===== config.mk =====
export PLATFORM = sky130hd
export DESIGN_NAME = pe_mac
export DESIGN_NICKNAME = d
export VERILOG_FILES = /design/src/rtl/pe_mac.sv
export SDC_FILE = /design/constraint.sdc
export NUM_CORES = 1
export LEC_CHECK = 0
export BUFFER_PORTS_ARGS = -buffer_cell sky130_fd_sc_hd__buf_4
export CAP_MARGIN = 20
export CORE_ASPECT_RATIO = 0.75
export CORE_UTILIZATION = 35
export CTS_CLUSTER_DIAMETER = 60
export CTS_CLUSTER_SIZE = 14
export DETAILED_ROUTE_END_ITERATION = 6
export PLACE_DENSITY_LB_ADDON = 0.3
export REMOVE_ABC_BUFFERS = 1
export SLEW_MARGIN = 20
export SYNTH_ARGS = -nofsm -noshare
export SYNTH_HDL_FRONTEND = slang
export SYNTH_SLANG_ARGS = --single-unit
export TNS_END_PERCENT = 5

===== constraint.sdc =====
create_clock -name clk -period 10.2 [get_ports clk]
set_input_delay 1.02 -clock clk [delete_from_list [all_inputs] [get_ports clk]]
set_output_delay 1.02 -clock clk [all_outputs]
set_load 0.005 [all_outputs]

===== src/rtl/pe_mac.sv =====
// Systolic PE: registered operand pass-through, 2-stage signed/unsigned MAC with a
// saturating accumulator, MAC counter and a drain FSM feeding a valid/ready snapshot port.
module pe_mac #(
   parameter int DW           = 8,
   parameter int AW           = 24,
   parameter int CW           = 16,
   parameter int CLR_ON_DRAIN = 0
) (
   input  logic          clk,
   input  logic          rst,
   input  logic          pe_en,
   input  logic          signed_mode,
   input  logic          in0_vld,
   input  logic [DW-1:0] in0_data,
   input  logic          in1_vld,
   input  logic [DW-1:0] in1_data,
   input  logic          load_vld,
   input  logic [AW-1:0] load_data,
   input  logic          clr,
   input  logic          drain,
   output logic          out0_vld,
   output logic [DW-1:0] out0_data,
   output logic          out1_vld,
   output logic [DW-1:0] out1_data,
   output logic          rd_vld,
   output logic [AW-1:0] rd_data,
   input  logic          rd_rdy,
   output logic [AW-1:0] pe_data,
   output logic          sat_flag,
   output logic [CW-1:0] mac_cnt,
   output logic          pe_doing,
   output logic          pe_busy
);

   typedef enum logic [1:0] {IDLE = 2'd0, FLUSH = 2'd1, HOLD = 2'd2} state_t;

   state_t            state_r, state_nxt_s;
   logic              fire_s, load_s, capture_s, release_s, cap_clr_s;
   logic              c1_vld_r;
   logic [2*DW-1:0]   c1_prod_r, prod_s, op0_s, op1_s;
   logic [AW-1:0]     acc_r, acc_nxt_s, base_s;
   logic [AW:0]       sum_s;
   logic              sat_r, sat_nxt_s;
   logic [CW-1:0]     cnt_r, cnt_nxt_s;

   // Returns {clamped, value}: a + p formed at AW+1 bits and clamped to the mode's range.
   function automatic logic [AW:0] sat_add(input logic [AW-1:0] a, input logic [2*DW-1:0] p,
                                           input logic sgn);
      logic [AW:0] a_x, p_x, sum, res;
      a_x = sgn ? {a[AW-1], a} : {1'b0, a};
      p_x = sgn ? {{(AW+1-2*DW){p[2*DW-1]}}, p} : {{(AW+1-2*DW){1'b0}}, p};
      sum = a_x + p_x;
      if (sgn) begin
         if (sum[AW] != sum[AW-1]) res = {1'b1, sum[AW], {(AW-1){~sum[AW]}}};
         else                      res = {1'b0, sum[AW-1:0]};
      end else begin
         if (sum[AW]) res = {1'b1, {AW{1'b1}}};
         else         res = {1'b0, sum[AW-1:0]};
      end
      return res;
   endfunction

   assign fire_s    = in0_vld & in1_vld & pe_en & (state_r == IDLE);
   assign load_s    = load_vld & pe_en;
   assign cap_clr_s = (CLR_ON_DRAIN != 0) && capture_s;
   assign pe_busy   = (state_r != IDLE);
   assign pe_doing  = fire_s | c1_vld_r | load_s | pe_busy;
   assign pe_data   = acc_r;
   assign sat_flag  = sat_r;
   assign mac_cnt   = cnt_r;

   // Operand extension, product and accumulator next-state with clear/load/accumulate priority.
   always_comb begin
      op0_s     = signed_mode ? {{DW{in0_data[DW-1]}}, in0_data} : {{DW{1'b0}}, in0_data};
      op1_s     = signed_mode ? {{DW{in1_data[DW-1]}}, in1_data} : {{DW{1'b0}}, in1_data};
      prod_s    = op0_s * op1_s;
      base_s    = load_s ? load_data : acc_r;
      sum_s     = sat_add(base_s, c1_vld_r ? c1_prod_r : '0, signed_mode);
      acc_nxt_s = acc_r;
      sat_nxt_s = sat_r;
      cnt_nxt_s = cnt_r;
      if (clr || cap_clr_s) begin
         acc_nxt_s = '0;
         sat_nxt_s = 1'b0;
         cnt_nxt_s = '0;
      end else if (load_s || c1_vld_r) begin
         acc_nxt_s = sum_s[AW-1:0];
         sat_nxt_s = sat_r | sum_s[AW];
         cnt_nxt_s = c1_vld_r ? cnt_r + CW'(1) : cnt_r;
      end else begin
         acc_nxt_s = acc_r;
      end
   end

   // Drain FSM next state; capture waits until the product stage is empty.
   always_comb begin
      state_nxt_s = state_r;
      capture_s   = 1'b0;
      release_s   = 1'b0;
      case (state_r)
         IDLE: begin
            if (drain) state_nxt_s = FLUSH;
            else       state_nxt_s = IDLE;
         end
         FLUSH: begin
            if (!c1_vld_r) begin
               capture_s   = 1'b1;
               state_nxt_s = HOLD;
            end else begin
               state_nxt_s = FLUSH;
            end
         end
         HOLD: begin
            if (rd_rdy) begin
               release_s   = 1'b1;
               state_nxt_s = IDLE;
            end else begin
               state_nxt_s = HOLD;
            end
         end
         default: state_nxt_s = IDLE;
      endcase
   end

   // Operand pass-through to neighbouring PEs.
   always_ff @(posedge clk or posedge rst) begin
      if (rst) begin
         out0_vld  <= 1'b0;
         out0_data <= '0;
         out1_vld  <= 1'b0;
         out1_data <= '0;
      end else begin
         out0_vld <= in0_vld;
         out1_vld <= in1_vld;
         if (in0_vld) out0_data <= in0_data;
         if (in1_vld) out1_data <= in1_data;
      end
   end

   // Product stage, accumulator, flag, counter and FSM state registers.
   always_ff @(posedge clk or posedge rst) begin
      if (rst) begin
         c1_vld_r  <= 1'b0;
         c1_prod_r <= '0;
         acc_r     <= '0;
         sat_r     <= 1'b0;
         cnt_r     <= '0;
         state_r   <= IDLE;
      end else begin
         c1_vld_r <= fire_s & ~clr;
         if (fire_s) c1_prod_r <= prod_s;
         acc_r    <= acc_nxt_s;
         sat_r    <= sat_nxt_s;
         cnt_r    <= cnt_nxt_s;
         state_r  <= state_nxt_s;
      end
   end

   // Snapshot port; a clear landing on the capture edge yields the cleared value.
   always_ff @(posedge clk or posedge rst) begin
      if (rst) begin
         rd_vld  <= 1'b0;
         rd_data <= '0;
      end else if (capture_s) begin
         rd_vld  <= 1'b1;
         rd_data <= clr ? '0 : acc_r;
      end else if (release_s) begin
         rd_vld  <= 1'b0;
      end
   end

endmodule


# == After elaboration in Yosys (flattened, before gate mapping) ==
# Cells that the tools add are included.
# totals
in_bits,50
wordCells,63
ff_bits,103
# classes
add_sub_neg,2
eq_ne,3
bitwise_logic,11
multipliers,1
reduce_logical,7
mux,27
# op_table
op,count
25-bit 2-to-1 mux,5
16-bit 2-to-1 mux,6
24-bit 2-to-1 mux,4
25-bit adder,1
16-bit by 1-bit adder with 16-bit output (second input constant),1
16-bit by 16-bit multiplier with 16-bit output,1
1-bit 2-to-1 mux,9
2-bit nonzero test,4
2-bit one-hot mux with 3 select lines,1
1-bit bitwise AND,5
2-bit 2-to-1 mux,2
1-bit bitwise OR,4
2-bit by 1-bit == test with 1-bit output (second input constant),1
2-bit == test (second input constant),1
2-bit zero test,1
1-bit inverter,2
2-bit AND reduction,1
1-bit logical OR,1
1-bit != test,1

# == Longest topological paths before layout ==
# Gate-level depths: netlist (run 1).
# logic_depth
ltp_word,10
mapped_depth,24

# == Worst setup path before layout (run 1) ==
# No wires, ideal clock.
# synth_path
path_kind,input -> register
from,input signed_mode
to,register c1_prod_r[15]
cell_stages,22
slack_ns,3.674
t_arrival_ns,6.389
path_cell_list,clkbuf_1 > clkbuf_1 > and3_1 > fa_1 > inv_1 > fa_1 > inv_1 > fa_1 > inv_1 > fa_1 > inv_1 > fa_1 > inv_1 > fa_1 > inv_1 > ha_1 > and2_1 > o21a_1 > a41o_1 > o41a_1 > xnor2_1 > o21ai_0
# synth_via
elab_chain_len,2
elab_cells_between_ends,3
cone_classes,mul (1); mux (2)
# synth_rtl
element,line_no,rtl
start: declaration,12,"input logic signed_mode,"
16-bit 2-to-1 mux (on tied branches),"74, 75",
16-bit by 16-bit multiplier with 16-bit output *,76,prod_s = op0_s * op1_s;
end signal: assignment,151,if (fire_s) c1_prod_r <= prod_s;
end: declaration,40,"logic [2*DW-1:0] c1_prod_r, prod_s, op0_s, op1_s;"
# Every way passes the cells marked *; elsewhere a longest branch is shown, timed or not.
# A chain may end at the register's enable or synchronous reset.

# == Worst setup path in the final report (run 1) ==
# Ends and elaborated chain as after synthesis.

==> results of run 1 <==
[registers in the layout (all words and copies together), names as in the netlist]
signal and count:
c1_vld_r 1, rd_data 24, state_r 2, rd_vld 1, pe_data 24, sat_flag 1
out0_vld 1, out1_data 8, out1_vld 1, mac_cnt 16, out0_data 8, c1_prod_r 16
[logic make-up after synthesis]
kind of cell               count (synthesis)  synth area share (%)
and+or+nand+nor                          292                  15.6
AOI/OAI and AO/OA                        155                  11.5
DFF                                      103                  27.8
muxes                                     47                  5.68
adders and majority gates                146                  25.5
buffers and inverters                    166                  6.92
xor gates and xnor gates                  73                  6.99
[cell usage in the layout (no fill, tap or decap), types with 3 or more instances in the layout]
cell type | netlist | routed
nand3_1 | 19 | 19
ha_1 | 75 | 75
nand4_1 | 7 | 7
o21a_1 | 4 | 4
dfrtp_1 | 103 | 103
o21ai_0 | 57 | 57
nor2b_1 | 3 | 3
mux2_2 | 44 | 44
a21o_1 | 10 | 10
a22o_1 | 8 | 8
nand2_1 | 105 | 105
nor3_1 | 7 | 7
a21oi_1 | 29 | 29
a22o_2 | 15 | 15
o21bai_1 | 4 | 4
xnor2_1 | 42 | 42
clkbuf_16 | 0 | 9
and3_1 | 9 | 9
fa_1 | 71 | 71
buf_4 | 0 | 141
and4_1 | 3 | 3
nor2_1 | 39 | 39
or3_1 | 3 | 3
inv_1 | 119 | 118
xor2_1 | 30 | 30
o211ai_1 | 3 | 3
nand2b_1 | 29 | 29
and2_1 | 63 | 63
or2_2 | 4 | 4
a31oi_1 | 5 | 5
[cell type report]
type                    count  area share [%]
multi-input cells         713            55.7
clock inverters             4           0.518
flip-flops and latches    103            23.7
inverters                 119            4.14
well taps                 344            3.96
repair buffers            142            9.85
clock buffers              11            2.14
[stage by stage]
stage          instance area, um2  instances
2_1_floorplan                9060        935
3_3_place_gp                10600       1420
3_5_place_dp                10600       1420
4_1_cts                     10800       1435
5_1_grt                     10900       1436
6_report                    10900       1436
[synthesized netlist by cell type (all sizes together), types with 4 or more instances]
cell	instances	area (um2)
a211oi	4	47.5
a21o	11	83.8
a21oi	29	145
a22o	23	220
a31oi	5	31.3
and2	63	394
and3	9	56.3
buf	4	32.5
clkbuf	43	161
dfrtp	103	2580
fa	71	1420
ha	75	938
inv	119	447
mux2	44	495
nand2	105	394
nand2b	29	181
nand3	19	95.1
nand4	7	43.8
nor2	39	146
nor3	7	35.0
o21a	4	30.0
o21ai	58	294
o21bai	4	30.0
or2	4	25.0
xnor2	42	368
xor2	31	279
[path summary, 6_finish.rpt]
kind | startpoint | slack, ps | end
min reg2reg | c1_prod_r[7] | 480 | c1_prod_r[7]
min in group asynchronous | rst | 750 | mac_cnt[10]
max in group asynchronous | rst | 8260 | c1_prod_r[14]
min | c1_prod_r[7] | 480 | c1_prod_r[7]
max | signed_mode | 4010 | c1_prod_r[15]
max reg2reg | c1_vld_r | 5310 | pe_data[9]
[where the power goes]
group | switching, mW | internal [mW] | leakage, nW
clock network | 0.166 | 0.192 | 0.134
logic | 0.525 | 0.451 | 3.93
registers | 0.0401 | 0.471 | 1.36
total | 0.731 | 1.11 | 5.42
[worst reg2reg max path, delay by kind of cell, from the launching register on]
family                   cells  cell delay, ps
flip-flops                   1             670
buffers and inverters        2             330
adder cells (fa/ha/maj)      3            1060
AO/OA/AOI/OAI                8            2190
XOR/XNOR                     1             250
AND/OR/NAND/NOR              1             330
[per-layer routing]
layer,routed length [um],global-route usage [%],vias to the layer above
li1,-,-,3425
met1,11100,24.9,3340
met2,10200,27.6,136
met3,894,2.63,12
met4,162,3.27,0
met5,0,0,-
==> impl_metrics.prom, run 1 <==
# TYPE chip_impl_metric gauge
chip_impl_info{name="outcome",value="complete, no violations"} 1
chip_impl_metric{name="multi_input_area",unit="um2"} 6040
chip_impl_metric{name="route.detailed.vias_per_inst",unit=""} 4.81
chip_impl_metric{name="die-width",unit="um"} 190
chip_impl_metric{name="dp_slack",unit="ps"} 3660
chip_impl_metric{name="max_cap_viol_count",unit=""} 0
chip_impl_metric{name="final_core_utilization",unit="%"} 41.8
chip_impl_metric{name="final-seq-area",unit="um2"} 2580
chip_impl_metric{name="synth_async_sr_flop_share",unit="%"} 100
chip_impl_metric{name="timing.hold.ws",unit="ps"} 477
chip_impl_metric{name="syn_area_per_cell",unit="um2"} 9.43
chip_impl_metric{name="period_share",unit="%"} 60.7
chip_impl_metric{name="first_global_vias",unit=""} 6912
chip_impl_info{name="holdCritPathClass",value="reg -> reg"} 1
chip_impl_metric{name="post_route_cells_drive_above_1_share",unit="%"} 21.2
chip_impl_metric{name="post_cts_hold_buffer_count",unit=""} 0
chip_impl_metric{name="globalRouteTotalUtil",unit="%"} 17.3
chip_impl_metric{name="timing.final.max_slew_violations",unit=""} 0
chip_impl_metric{name="antennaDiodeCount",unit=""} 0
chip_impl_metric{name="grt_max_degree",unit=""} 57
chip_impl_metric{name="power.leakage",unit="nW"} 5.42
chip_impl_metric{name="reg2regPathDepth",unit=""} 15
chip_impl_metric{name="dp_hpwl",unit="um"} 17200
chip_impl_metric{name="slowest_delay",unit="ps"} 590
chip_impl_metric{name="pwr_density_cell",unit="nW/um2"} 170
chip_impl_metric{name="numPortBuffers",unit=""} 135
chip_impl_metric{name="fin_skew",unit="ps"} 13.0
chip_impl_metric{name="grt_first_pass_wirelength",unit="um"} 37000
chip_impl_metric{name="vdd_drop_max",unit="uV"} 107
chip_impl_info{name="timing.setup.critical_path_class",value="in -> reg"} 1
chip_impl_metric{name="postLayoutSetupSlackWorst",unit="ps"} 4010
chip_impl_metric{name="path_depth",unit=""} 21
chip_impl_info{name="timing.critical_path.from_type",value="primary input"} 1
chip_impl_metric{name="finalWeightedCongestion",unit=""} 0.859
chip_impl_metric{name="clock_sinks",unit=""} 103
chip_impl_metric{name="globalRoute.totalOverflow",unit=""} 0
chip_impl_metric{name="detail_route.first_pass.iterations",unit=""} 4
chip_impl_metric{name="clockBufferDepth",unit=""} 2
chip_impl_metric{name="cts-buffers-inserted",unit=""} 9
chip_impl_metric{name="syn_inst",unit=""} 982
chip_impl_info{name="worstPathCellList",value="buf_4, and3_1, fa_1, inv_1, fa_1, inv_1, fa_1, inv_1, fa_1, inv_1, fa_1, inv_1, fa_1, inv_1, ha_1, and2_1, o21a_1, a41o_1, o41a_1, xnor2_1, o21ai_0"} 1
chip_impl_metric{name="areaGrowthSynthToFinish",unit="%"} 17.3
chip_impl_metric{name="ant_nets",unit=""} 0
chip_impl_metric{name="overall_power",unit="mW"} 1.84
chip_impl_metric{name="antenna_found_initial",unit=""} 0
chip_impl_metric{name="detail_route.iter0.violations",unit=""} 357
chip_impl_metric{name="synth-edff-count",unit=""} 0
chip_impl_metric{name="postSynthRegisterBits",unit=""} 103
chip_impl_metric{name="achievable-frequency",unit="MHz"} 162
chip_impl_metric{name="cp_data_arrival_time",unit="ps"} 6470
chip_impl_info{name="unrepaired_setup_endpoints_after_global_routing",value="no"} 1
chip_impl_metric{name="clock_tree.htree_level_count",unit=""} 3
chip_impl_metric{name="min_period",unit="ps"} 6190
chip_impl_metric{name="critPathBufInv",unit=""} 7
chip_impl_info{name="end_kind",value="flip-flop"} 1
chip_impl_metric{name="yosys_warnings",unit=""} 0
chip_impl_info{name="root_buffer",value="clkbuf_16"} 1
chip_impl_metric{name="post_synth_num_cell_types",unit=""} 51
chip_impl_metric{name="worst_skew_pair.late_latency",unit="ps"} 350
chip_impl_metric{name="wl_per_cell",unit="um"} 15.6
chip_impl_metric{name="pin_count",unit=""} 136
chip_impl_metric{name="maximum_fanout_encountered_on_the_critical_timing_path",unit=""} 20
chip_impl_metric{name="die_area",unit="um2"} 27100
chip_impl_metric{name="syn-cell-area",unit="um2"} 9260
chip_impl_metric{name="worst-slew-pin-transition",unit="ps"} 764
chip_impl_metric{name="timing.slew.headroom",unit="%"} 49.1
chip_impl_metric{name="initial_core_util",unit="%"} 35.6
chip_impl_metric{name="die_h",unit="um"} 143
chip_impl_metric{name="report.final.setup_viol",unit=""} 0
chip_impl_metric{name="cts.repair_timing.setup_buffer_count",unit=""} 0
chip_impl_info{name="critical_path.top_delay_family",value="adder cells"} 1
chip_impl_metric{name="cp_data_required_time",unit="ps"} 10480
chip_impl_metric{name="clkTransAtPathRegs",unit="ps"} 70
chip_impl_metric{name="rows",unit=""} 51
chip_impl_metric{name="synth-seq-area-share",unit="%"} 27.8
chip_impl_metric{name="finalHoldViolCount",unit=""} 0
chip_impl_metric{name="timing.hold.worst_path_depth",unit=""} 2
chip_impl_metric{name="wl",unit="um"} 22300
chip_impl_metric{name="setup_tns",unit="ps"} 0
chip_impl_metric{name="finish.net_count",unit=""} 1284
chip_impl_metric{name="final.fill_count",unit=""} 2547
chip_impl_metric{name="remaining_drc_errors",unit=""} 0
chip_impl_info{name="tritoncts",value="built"} 1
chip_impl_info{name="critical-path-slowest-cell",value="fa_1"} 1
chip_impl_info{name="postSynth.topFlopCell",value="dfrtp_1"} 1
chip_impl_metric{name="placeableCoreArea",unit="um2"} 26000
chip_impl_metric{name="quantity_of_gates_resized_following_cts",unit=""} 0
chip_impl_metric{name="routed-via-count",unit=""} 6913
(Power assumes the default switching activity.)
==> run 2, diff against run 1 <==
--- a/config.mk
+++ b/config.mk
@@ -5,6 +5,7 @@
 export SDC_FILE = /design/constraint.sdc
 export NUM_CORES = 1
 export LEC_CHECK = 0
+export ABC_AREA = 1
 export BUFFER_PORTS_ARGS = -buffer_cell sky130_fd_sc_hd__buf_4
 export CAP_MARGIN = 20
 export CORE_ASPECT_RATIO = 0.75
==> constraint.sdc (replaced) <==
create_clock -name clk -period 5.59 [get_ports clk]
set_input_delay 0.559 -clock clk [delete_from_list [all_inputs] [get_ports clk]]
set_output_delay 0.559 -clock clk [all_outputs]
set_load 0.005 [all_outputs]
==> impl_metrics.prom, run 2 <==
# TYPE chip_impl_metric gauge
chip_impl_metric{name="wl",unit="um"} 27300
chip_impl_metric{name="vdd_drop_max",unit="uV"} 258
chip_impl_metric{name="dp_hpwl",unit="um"} 22500
chip_impl_info{name="synth_common_cells",value="nand2_1, inv_1, dfrtp_1"} 1
chip_impl_metric{name="first_global_vias",unit=""} 8545
chip_impl_info{name="critical_path.startpoint",value="in0_data[7]"} 1
chip_impl_metric{name="syn-cell-area",unit="um2"} 9820
chip_impl_metric{name="clock_sinks",unit=""} 103
chip_impl_info{name="root_buffer",value="clkbuf_16"} 1
chip_impl_info{name="unrepaired_setup_endpoints_after_global_routing",value="no"} 1
chip_impl_info{name="cell_with_the_most_instances_after_synthesis",value="nand2_1"} 1
chip_impl_metric{name="power.leakage",unit="nW"} 6.56
chip_impl_metric{name="instance_area_at_placement",unit="um2"} 11300
chip_impl_metric{name="postSynthRegisterBits",unit=""} 103
chip_impl_metric{name="areaGrowthSynthToFinish",unit="%"} 17.8
chip_impl_metric{name="synth-seq-area-share",unit="%"} 26.3
chip_impl_info{name="synth.largest_area_cell",value="dfrtp_1"} 1
chip_impl_metric{name="yosys_warnings",unit=""} 0
chip_impl_metric{name="placeableCoreArea",unit="um2"} 27300
chip_impl_metric{name="die_h",unit="um"} 147
chip_impl_metric{name="report.final.setup_viol",unit=""} 0
chip_impl_metric{name="synthMuxAreaShare",unit="%"} 0.344
chip_impl_info{name="holdCritPathClass",value="in -> async"} 1
chip_impl_metric{name="timing.slew.headroom",unit="%"} 46.2
chip_impl_metric{name="switching_power",unit="mW"} 1.61
chip_impl_info{name="postSynth.topFlopCell",value="dfrtp_1"} 1
chip_impl_metric{name="pin_count",unit=""} 136
chip_impl_metric{name="die_area",unit="um2"} 28700
chip_impl_metric{name="synth_async_sr_flop_share",unit="%"} 100
chip_impl_metric{name="synth_top_area_share",unit="%"} 26.3
chip_impl_info{name="final_common_cell",value="nand2_1"} 1
chip_impl_metric{name="placed_cells_incl_taps",unit=""} 1829
chip_impl_info{name="timing.critical_path.from_type",value="primary input"} 1
chip_impl_metric{name="finalWeightedCongestion",unit=""} 0.911
chip_impl_metric{name="share_clk_of_total_power",unit="%"} 17.5
chip_impl_metric{name="worst-slew-pin-transition",unit="ps"} 803
chip_impl_metric{name="max_cap_viol_count",unit=""} 0
chip_impl_metric{name="met3_usage",unit="%"} 3.86
chip_impl_metric{name="fin_skew",unit="ps"} 23.5
chip_impl_metric{name="period_share",unit="%"} 94.8
chip_impl_metric{name="clockBufferDepth",unit=""} 2
chip_impl_metric{name="overall_power",unit="mW"} 3.67
chip_impl_metric{name="final_core_utilization",unit="%"} 42.4
chip_impl_metric{name="remaining_drc_errors",unit=""} 0
chip_impl_info{name="end_kind",value="flip-flop"} 1
chip_impl_metric{name="initial_core_util",unit="%"} 36.0
chip_impl_metric{name="numPortBuffers",unit=""} 135
chip_impl_info{name="timing.setup.critical_path_class",value="in -> reg"} 1
chip_impl_metric{name="rows",unit=""} 52
chip_impl_info{name="worst_r2r_startpoint",value="c1_vld_r"} 1
chip_impl_metric{name="finish.net_count",unit=""} 1685
chip_impl_metric{name="met1_usage",unit="%"} 32.5
chip_impl_metric{name="grt_use_met2",unit="%"} 26.3
chip_impl_metric{name="clock_tree.htree_level_count",unit=""} 3
chip_impl_metric{name="timing.final.max_slew_violations",unit=""} 0
chip_impl_metric{name="antenna_found_initial",unit=""} 0
chip_impl_metric{name="worst_skew_pair.late_latency",unit="ps"} 360
chip_impl_metric{name="synth_simple_gate_area_share",unit="%"} 24.0
chip_impl_metric{name="post_route_cells_drive_above_1_share",unit="%"} 13.7
chip_impl_metric{name="globalRoute.totalOverflow",unit=""} 0
chip_impl_metric{name="pwr_density_cell",unit="nW/um2"} 317
chip_impl_metric{name="routed-via-count",unit=""} 8942
chip_impl_metric{name="power.share.sequential",unit="%"} 25.9
chip_impl_info{name="tritoncts",value="built"} 1
chip_impl_metric{name="cts-buffers-inserted",unit=""} 9
chip_impl_metric{name="synth-xor-area-share",unit="%"} 2.32
chip_impl_info{name="grt-busiest-layer",value="met1"} 1
chip_impl_info{name="outcome",value="complete, no violations"} 1
chip_impl_metric{name="min_period",unit="ps"} 5300
chip_impl_metric{name="clkTransAtPathRegs",unit="ps"} 80
chip_impl_metric{name="maximum_fanout_encountered_on_the_critical_timing_path",unit=""} 5
chip_impl_metric{name="final_cells",unit=""} 1845
chip_impl_metric{name="post_synth_fa_ha_maj_area_fraction",unit="%"} 24.0
chip_impl_metric{name="finalHoldViolCount",unit=""} 0
chip_impl_metric{name="switch_share",unit="%"} 43.9
chip_impl_metric{name="syn_inst",unit=""} 1357
chip_impl_metric{name="synth_compound_area_share",unit="%"} 9.90
chip_impl_metric{name="post_synth_num_cell_types",unit=""} 42
chip_impl_info{name="synth_top_family_by_area",value="adder cells"} 1
chip_impl_metric{name="globalRouteTotalUtil",unit="%"} 19.8
chip_impl_info{name="final_cell_mix",value="nand2_1, inv_1, buf_4, dfrtp_1, nand3_1"} 1
chip_impl_metric{name="antennaDiodeCount",unit=""} 0
chip_impl_metric{name="syn_area_per_cell",unit="um2"} 7.24
chip_impl_info{name="synth.area.top_cells",value="dfrtp_1, fa_1, nand2_1"} 1
chip_impl_metric{name="synth-edff-count",unit=""} 0
chip_impl_metric{name="grt_max_degree",unit=""} 58
chip_impl_metric{name="final_area",unit="um2"} 11600
chip_impl_metric{name="cp_data_arrival_time",unit="ps"} 5540
chip_impl_metric{name="timing.hold.ws",unit="ps"} 289
chip_impl_metric{name="wl_per_cell",unit="um"} 14.8
chip_impl_metric{name="cp_data_required_time",unit="ps"} 5830
chip_impl_metric{name="die-width",unit="um"} 195
chip_impl_metric{name="ant_nets",unit=""} 0
chip_impl_metric{name="achievable-frequency",unit="MHz"} 189
chip_impl_metric{name="detail_route.iter0.violations",unit=""} 610
chip_impl_metric{name="internal-power",unit="mW"} 2.06
chip_impl_metric{name="detail_route.first_pass.iterations",unit=""} 5
chip_impl_metric{name="route.detailed.vias_per_inst",unit=""} 4.85
chip_impl_metric{name="grt_first_pass_wirelength",unit="um"} 45000
chip_impl_metric{name="comb_power_share",unit="%"} 56.6
-- run 2: changes by cell type in the layout (fill, tap and decap cells not counted), moves of 15 or more --
cell and change:
nand3_1 +76, buf_4 +23, a21oi_1 +61, nor2_1 +48, inv_1 +166, and2_1 -62, nand2b_1 -29, xnor2_1 -26
o21ai_0 +22, a22o_2 -15, xor2_1 -20, nand2_1 +233, mux2_2 -41
-- run 2: worst paths after layout --
check | to | slack [ps] | depth (start not counted)
max | c1_prod_r[14] | 290 | 23
min | mac_cnt[5] | 290 | 2
max reg2reg | pe_data[8] | 1390 | 16
min reg2reg | c1_prod_r[2] | 480 | 2
max in group asynchronous | rd_data[6] | 4150 | 3
min in group clk | state_r[1] | 420 | 2
-- run 2: cell type report --
class                           instances  area (um2)
Timing Repair Buffer                  164        1230
Fill cell                            2805       15700
Multi-Input combinational cell        923        5950
Clock inverter                          7        61.3
Tap cell                              351         439
Sequential cell                       103        2580
Clock buffer                            9         225
Inverter                              288        1080
-- run 2: through the flow --
stage	setup slack, ps	TNS [ps]
final	288	0
after global routing	34.9	0
after CTS	287	0
after floorplan	163	0
after global placement	24.7	0
after detailed placement	-91.0	-91.0
-- run 2: what timing repair did --
item | CTS | global route
endpoints found under the setup margin | 0 | 1
buffers inserted | 0 | 0
resized for setup | 0 | 1
hold buffers | 0 | 0
-- run 2: cells by family (layout without fill, tap and decap cells) --
family,Yosys count,in the layout
buffers and inverters,331,468
AND/OR/NAND/NOR,561,561
adder cells (fa/ha/maj),146,146
multiplexers,3,3
flip-flops,103,103
AO/OA/AOI/OAI,187,187
XOR/XNOR,26,26
-- run 2: routing by layer --
metal  vias to the layer above  share of wire (%)  wire (um)
met5                         -                  0          0
met4                         0               0.60        163
met3                        14                7.8       2130
met2                       291                 37      10200
met1                      4167                 54      14800
li1                       4470                  -          -
-- run 2: worst max-delay path, stage by stage --
cell	delay, ps
buf_4	130
nand2_1	150
nor2_1	100
fa_1	580
inv_1	100
fa_1	490
inv_1	50
fa_1	500
inv_1	50
fa_1	480
inv_1	60
fa_1	530
inv_1	50
fa_1	530
inv_1	40
ha_1	330
inv_1	110
nor3_2	60
nand3_1	80
o2111ai_1	150
or2_2	300
nand3_1	60
nand2_1	50
-- run 2: power by group through the flow --
stage / sequential, mW / combinational, mW / clock (mW)
final: 0.951 / 2.07 / 0.642
after global routing: 0.967 / 2.41 / 0.688
after global placement: 0.961 / 2.04 / 0
after floorplan: 0.951 / 1.40 / 0
after CTS: 0.950 / 2.07 / 0.658
after detailed placement: 0.963 / 2.06 / 0
